--- config.mk ---
export PLATFORM = sky130hd
export DESIGN_NAME = time_monitor_rtc
export DESIGN_NICKNAME = d
export VERILOG_FILES = /design/src/rtl/time_monitor_rtc.sv
export SDC_FILE = /design/constraint.sdc
export NUM_CORES = 1
export LEC_CHECK = 0
export ABC_AREA = 1
export CAP_MARGIN = 20
export CORE_ASPECT_RATIO = 1.2
export CORE_MARGIN = 4
export CORE_UTILIZATION = 54
export CTS_CLUSTER_SIZE = 14
export DETAILED_ROUTE_END_ITERATION = 7
export HOLD_SLACK_MARGIN = 0.05
export PLACE_DENSITY = 0.92
export SLEW_MARGIN = 0
export SYNTH_ARGS = -nofsm -noshare
export SYNTH_HDL_FRONTEND = slang
export SYNTH_SLANG_ARGS = --single-unit
--- constraint.sdc ---
create_clock -name clk -period 3.2 [get_ports clk]
set_clock_uncertainty 0.15 [all_clocks]
set_input_delay 0.64 -clock clk [delete_from_list [all_inputs] [get_ports clk]]
set_output_delay 0.64 -clock clk [all_outputs]
set_load 0.05 [all_outputs]
--- src/rtl/time_monitor_rtc.sv ---
// Cycle-driven real-time timebase: prescaled seconds, epoch counter, broken-down
// time fields and N one-shot epoch alarms with sticky pending flags and irq.
module time_monitor_rtc #(
  parameter int unsigned CLKS_PER_SEC = 1,
  parameter int unsigned N_ALARM      = 2,
  parameter int unsigned EPOCH_W      = 64,
  parameter int unsigned DAY_W        = 16,
  localparam int unsigned IDX_W       = (N_ALARM > 1) ? $clog2(N_ALARM) : 1
) (
  input  logic               clk,
  input  logic               rst_n,
  input  logic               en,
  input  logic               load_valid,
  input  logic [EPOCH_W-1:0] load_epoch,
  input  logic [5:0]         load_sec,
  input  logic [5:0]         load_min,
  input  logic [4:0]         load_hour,
  input  logic [DAY_W-1:0]   load_day,
  output logic               load_err,
  input  logic               alarm_wr,
  input  logic [IDX_W-1:0]   alarm_idx,
  input  logic [EPOCH_W-1:0] alarm_epoch,
  input  logic [N_ALARM-1:0] alarm_clr,
  output logic               tick,
  output logic [EPOCH_W-1:0] epoch_sec,
  output logic [5:0]         tm_sec,
  output logic [5:0]         tm_min,
  output logic [4:0]         tm_hour,
  output logic [DAY_W-1:0]   tm_day,
  output logic [N_ALARM-1:0] alarm_armed,
  output logic [N_ALARM-1:0] alarm_pending,
  output logic               irq
);

  localparam int unsigned PS_W = (CLKS_PER_SEC > 1) ? $clog2(CLKS_PER_SEC) : 1;
  localparam logic [PS_W-1:0] PS_LAST = PS_W'(CLKS_PER_SEC - 1);

  logic [PS_W-1:0]    ps_q, ps_d;
  logic [EPOCH_W-1:0] epoch_d;
  logic [5:0]         sec_d, min_d;
  logic [4:0]         hour_d;
  logic [DAY_W-1:0]   day_d;
  logic [EPOCH_W-1:0] cmp_q [N_ALARM];
  logic [EPOCH_W-1:0] cmp_d [N_ALARM];
  logic [N_ALARM-1:0] armed_d, pend_d;
  logic               fields_ok, load_ok, wrap, adv, idx_ok, wr_hit, fire;

  // Prescaler and time-field next state; a valid load overrides a second boundary.
  always_comb begin
    fields_ok = (load_sec < 6'd60) && (load_min < 6'd60) && (load_hour < 5'd24);
    load_ok   = load_valid && fields_ok;
    wrap      = en && (ps_q == PS_LAST);
    adv       = wrap && !load_ok;
    ps_d      = ps_q;
    epoch_d   = epoch_sec;
    sec_d     = tm_sec;
    min_d     = tm_min;
    hour_d    = tm_hour;
    day_d     = tm_day;
    if (load_ok) begin
      ps_d    = '0;
      epoch_d = load_epoch;
      sec_d   = load_sec;
      min_d   = load_min;
      hour_d  = load_hour;
      day_d   = load_day;
    end else if (en) begin
      ps_d = wrap ? '0 : ps_q + PS_W'(1);
      if (adv) begin
        epoch_d = epoch_sec + EPOCH_W'(1);
        if (tm_sec == 6'd59) begin
          sec_d = '0;
          if (tm_min == 6'd59) begin
            min_d = '0;
            if (tm_hour == 5'd23) begin
              hour_d = '0;
              day_d  = tm_day + DAY_W'(1);
            end else begin
              hour_d = tm_hour + 5'd1;
            end
          end else begin
            min_d = tm_min + 6'd1;
          end
        end else begin
          sec_d = tm_sec + 6'd1;
        end
      end
    end
  end

  // Alarm channels: write beats fire, fire beats clear.
  always_comb begin
    idx_ok  = 32'(alarm_idx) < N_ALARM;
    armed_d = alarm_armed;
    pend_d  = alarm_pending;
    wr_hit  = 1'b0;
    fire    = 1'b0;
    for (int i = 0; i < int'(N_ALARM); i++) begin
      cmp_d[i] = cmp_q[i];
      wr_hit   = alarm_wr && idx_ok && (alarm_idx == IDX_W'(i));
      fire     = adv && alarm_armed[i] && (epoch_d == cmp_q[i]);
      if (wr_hit) begin
        cmp_d[i]   = alarm_epoch;
        armed_d[i] = 1'b1;
      end else if (fire) begin
        armed_d[i] = 1'b0;
      end
      if (fire && !wr_hit) begin
        pend_d[i] = 1'b1;
      end else if (alarm_clr[i]) begin
        pend_d[i] = 1'b0;
      end
    end
  end

  always_ff @(posedge clk or negedge rst_n) begin
    if (!rst_n) begin
      ps_q          <= '0;
      tick          <= 1'b0;
      load_err      <= 1'b0;
      epoch_sec     <= '0;
      tm_sec        <= '0;
      tm_min        <= '0;
      tm_hour       <= '0;
      tm_day        <= '0;
      alarm_armed   <= '0;
      alarm_pending <= '0;
      irq           <= 1'b0;
      for (int i = 0; i < int'(N_ALARM); i++) cmp_q[i] <= '0;
    end else begin
      ps_q          <= ps_d;
      tick          <= adv;
      load_err      <= load_valid && !fields_ok;
      epoch_sec     <= epoch_d;
      tm_sec        <= sec_d;
      tm_min        <= min_d;
      tm_hour       <= hour_d;
      tm_day        <= day_d;
      alarm_armed   <= armed_d;
      alarm_pending <= pend_d;
      irq           <= |pend_d;
      for (int i = 0; i < int'(N_ALARM); i++) cmp_q[i] <= cmp_d[i];
    end
  end

endmodule

==> qor.txt <==
==================================================================================
Number of enable flip-flop cells after synthesis                                 0
WL final                                                              61,700 microns
Initial antenna violation count                                                  0
Unique cell type count in the Yosys netlist                                     47
Cell with the largest stage delay on the worst path                   sky130_fd_sc_hd__dfrtp_1
Cell at the root of the clock tree                                    sky130_fd_sc_hd__clkbuf_16
Critical hold path startpoint                                         load_hour[4]
Detailed Place HPWL                                                   45,900 microns
Cell type with the largest total area after synthesis                 sky130_fd_sc_hd__dfrtp_1
Critical-path maximum fanout                                                     5
Most area-consuming cells after synthesis                             sky130_fd_sc_hd__dfrtp_1, sky130_fd_sc_hd__nand2_1, sky130_fd_sc_hd__inv_1
Slowest stage delay, CP                                                    0.38 ns
Ratio of final minimum period to clock period                                97.2%
Vias in the first global route                                              16,966
Worst Hold Margin                                                         0.292 ns
Placed inst area                                                      0.0193 sq mm
Async set-reset flop share out of synthesis                                   100%
Share of the synthesized area in the top cell type                           39.2%
GPL Wtd Cong                                                                  1.04
Pin count of the biggest net entering global routing                           129
Antenna diode count                                                              0
Source of the worst register-to-register timing path                  epoch_sec[0]$_DFF_PN0_
Number of violations of the max-capacitance limit                                0
# clock sinks                                                                  233
Average wire per cell in the routed design                            20.4 microns
CTS max path bufs                                                                3
Level count of the clock H-tree                                                  1
Areal power density over the cells                                     590 mW/mm^2
Final standard cell count with taps included and fillers excluded            3,027
Horizontal die dimension                                               159 microns
Wire length of the first global-routing pass                          91,400 microns
CP Data Arrival Time                                                       3.44 ns
Total power after layout                                                 12,400 uW
Sequential element share of the synthesized area                             39.2%
Proportion of power drawn by the clock network                               25.3%
Effective utilization at floorplan                                           54.9%
Most prevalent standard cell on the critical path                     sky130_fd_sc_hd__nand2_1
Post-route ant nets                                                              0
Proportion of total power due to net switching                               41.6%
Synthesis-to-finish area growth                                              40.8%
Slew at the pin closest to its max-slew limit                             0.811 ns
Worst slew margin relative to its limit                                      46.0%
Total track usage                                                            38.3%
Mapped Nets                                                                  2,391
Seq pwr share                                                                33.3%
Detailed-route via count                                                    17,424
Core ar.                                                              0.0271 sq mm
Data required time of the critical path                                    3.53 ns
Static leakage power                                                     0.0105 uW
Drt initial violations                                                       2,147
Internal power contribution                                                7220 uW
Clock network latency to the later pin of the worst-skew pair              0.54 ns
Mean area per synthesized cell                                          6.70 sq um
Kind of launch point of the worst setup path                              register
Top_reg_cell synth                                                    sky130_fd_sc_hd__dfrtp_1
Comb power frac                                                              41.4%
Clock transition at the registers of the reported paths                    0.07 ns
Minimum clock period                                                       3.11 ns
Flops & latches, synth                                                         233
Mean number of vias per cell                                                  5.76
Number of placed cells counting well taps                                    2,960
Max-slew violations                                                              0
Count of standard-cell rows                                                     66
Number of nets in the finished design                                        2,843
Mapped Area                                                           0.0149 sq mm
Buf+Inv Stages, Crit Path                                                        4
Worst setup path start                                                epoch_sec[0]$_DFF_PN0_
Post-Synthesis Cells                                                         2,217
# port buffers                                                                 272
CP Cell Sequence                                                      ha_2, inv_1, nor2_4, nand2_2, buf_4, inv_1, nand2_1, nor2_4, nand3_1, nand2_1, nand3_2, nand2_1, nand2_1, nor2_1, nand2_1, nor2_2, nand2_4, nor2_4, nand3_2, nor2_4, nor2_1, inv_1
Die Area                                                              0.0302 sq mm
Share of final-layout standard cells stronger than drive strength 1          17.7%
CTS tree                                                                       yes
Worst min-delay path category                                         input port to register
Count of warnings emitted by yosys                                               0
Critical setup path kind                                              register to register
DRT Pass-1 Iters                                                                 6
Die height                                                             190 microns
NetSw                                                                      5140 uW
Congestion Overflow GR                                                           0
Result of the run                                                     finished clean
IO Count                                                                       273
CP endpoint kind                                                          register
Critical path's top delay family                                      simple AND/OR/NAND/NOR gates
TritonCTS Buffers                                                               24
Top achievable clock speed                                                 321 MHz
Finish-stage setup viols                                                         0
Hold violation count in the final report                                         0
Post-Layout Inst Area                                                 0.0209 sq mm
Drt drc                                                                          0
Fin util                                                                     77.3%
Peak VDD IR                                                                 462 uV
==================================================================================
-- worst paths after layout --
kind                                         endpoint  slack, ns  cells past startpoint
setup / recovery           alarm_pending[1]$_DFF_PN0_       0.09                     22
hold / removal                 tm_hour[4]$_DFFE_PN0P_       0.29                      3
max in group asynchronous     epoch_sec[27]$_DFF_PN0_       1.54                      3
hold reg to reg                 cmp_q[62]$_DFFE_PN0P_       0.36                      2
setup reg to reg           alarm_pending[1]$_DFF_PN0_       0.09                     22
min in group asynchronous       tm_day[1]$_DFFE_PN0P_       0.44                      2
-- cells in the mapped netlist, types with 5 or more instances --
| cell type | count |
|---|---|
| sky130_fd_sc_hd__nor2_1 | 226 |
| sky130_fd_sc_hd__nor2_4 | 9 |
| sky130_fd_sc_hd__ha_1 | 5 |
| sky130_fd_sc_hd__nand2_1 | 749 |
| sky130_fd_sc_hd__o21bai_2 | 6 |
| sky130_fd_sc_hd__nor3_1 | 16 |
| sky130_fd_sc_hd__nand2_2 | 8 |
| sky130_fd_sc_hd__xnor2_1 | 20 |
| sky130_fd_sc_hd__o21ai_0 | 160 |
| sky130_fd_sc_hd__nand4_1 | 51 |
| sky130_fd_sc_hd__nand3_2 | 11 |
| sky130_fd_sc_hd__buf_2 | 16 |
| sky130_fd_sc_hd__inv_2 | 6 |
| sky130_fd_sc_hd__nand3b_1 | 50 |
| sky130_fd_sc_hd__a31oi_1 | 10 |
| sky130_fd_sc_hd__dfrtp_1 | 233 |
| sky130_fd_sc_hd__or2_2 | 50 |
| sky130_fd_sc_hd__o211ai_1 | 11 |
| sky130_fd_sc_hd__xor2_1 | 22 |
| sky130_fd_sc_hd__nand3_1 | 152 |
| sky130_fd_sc_hd__inv_1 | 313 |
| sky130_fd_sc_hd__clkbuf_1 | 33 |
| sky130_fd_sc_hd__a21oi_1 | 7 |
| sky130_fd_sc_hd__nor2_2 | 12 |
-- logic make-up (layout without fill, tap and decap cells) --
group                      after synthesis  after routing  synth area share [%]
and+or+nand+nor                       1347           1347                  40.1
xor gates and xnor gates                42             42                  2.48
adders and majority gates                5              5                 0.421
AOI/OAI and AO/OA                      210            210                  7.80
buffers and inverters                  380            850                  9.96
DFF                                    233            233                  39.2
-- power by group through the flow --
| stage | clock network, uW | logic, uW | registers (uW) |
|---|---|---|---|
| floorplan | 0 | 1790 | 4980 |
| global placement | 0 | 4630 | 4070 |
| detailed placement | 0 | 4770 | 4100 |
| CTS | 3140 | 4850 | 4060 |
| global route | 3260 | 5430 | 4150 |
| finish | 3130 | 5110 | 4110 |
-- worst reg2reg max path: cells and delay by family, from the launching register on --
kind                       cells  cell delay (ns)
adders and majority gates      1             0.19
DFF                            1             0.38
and+or+nand+nor               17             1.92
buffers and inverters          4             0.39
-- routing by layer --
| metal | wire length, microns | vias up | global-route usage (%) | part of all wire, % |
|---|---|---|---|---|
| met5 | 0 | - | 0 | 0 |
| met4 | 4180 | 0 | 20.2 | 6.8 |
| met3 | 6050 | 290 | 6.87 | 9.8 |
| met2 | 29100 | 1166 | 65.7 | 47 |
| met1 | 22400 | 8120 | 46.4 | 36 |
| li1 | - | 7848 | - | - |
-- cell usage in the layout (no fill, tap or decap), types with 33 or more instances in the layout --
| master | instances |
|---|---|
| sky130_fd_sc_hd__nand2_2 | 40 |
| sky130_fd_sc_hd__buf_4 | 195 |
| sky130_fd_sc_hd__nand2_1 | 713 |
| sky130_fd_sc_hd__clkdlybuf4s50_1 | 259 |
| sky130_fd_sc_hd__o21ai_0 | 160 |
| sky130_fd_sc_hd__nand3_1 | 134 |
| sky130_fd_sc_hd__nor2_1 | 188 |
| sky130_fd_sc_hd__inv_1 | 311 |
| sky130_fd_sc_hd__or2_2 | 50 |
| sky130_fd_sc_hd__nand4_1 | 51 |
| sky130_fd_sc_hd__dfrtp_1 | 221 |
| sky130_fd_sc_hd__nand3b_1 | 50 |
| sky130_fd_sc_hd__nor2_4 | 33 |
-- through the flow --
step,TNS (ns),worst slack [ns]
floorplan,0,0.471
global placement,-3.13,-0.681
detailed placement,-4.52,-0.733
CTS,-0.00208,-0.00208
global route,-0.255,-0.0627
finish,0,0.0887
-- cell type report --
cell class,instances,area [sq um]
clock inverter,9,149
timing repair buffer,486,4540
multi-input combinational,1604,8040
fill,1863,6160
clock buffer,35,723
tap,340,425
sequential,233,5850
inverter,320,1210
-- sequential cells by signal, indices dropped and copies added, names as in the netlist --
| register | cells |
|---|---|
| ps_q | 1 |
| tm_day | 16 |
| tm_hour | 5 |
| tick | 1 |
| irq | 1 |
| alarm_armed | 2 |
| alarm_pending | 2 |
| tm_sec | 6 |
| tm_min | 6 |
| cmp_q | 128 |
| epoch_sec | 64 |
| load_err | 1 |
-- what timing repair did --
item                       in CTS  in global routing
hold buffers                    1                  0
setup endpoints to repair       5                  5
pin swaps                       3                 37
setup buffers                   1                 22
hold endpoints to repair       49                  0
gates cloned                    0                  2
gates resized for setup        21                151
No activity file was read; power rests on OpenSTA's default activity.
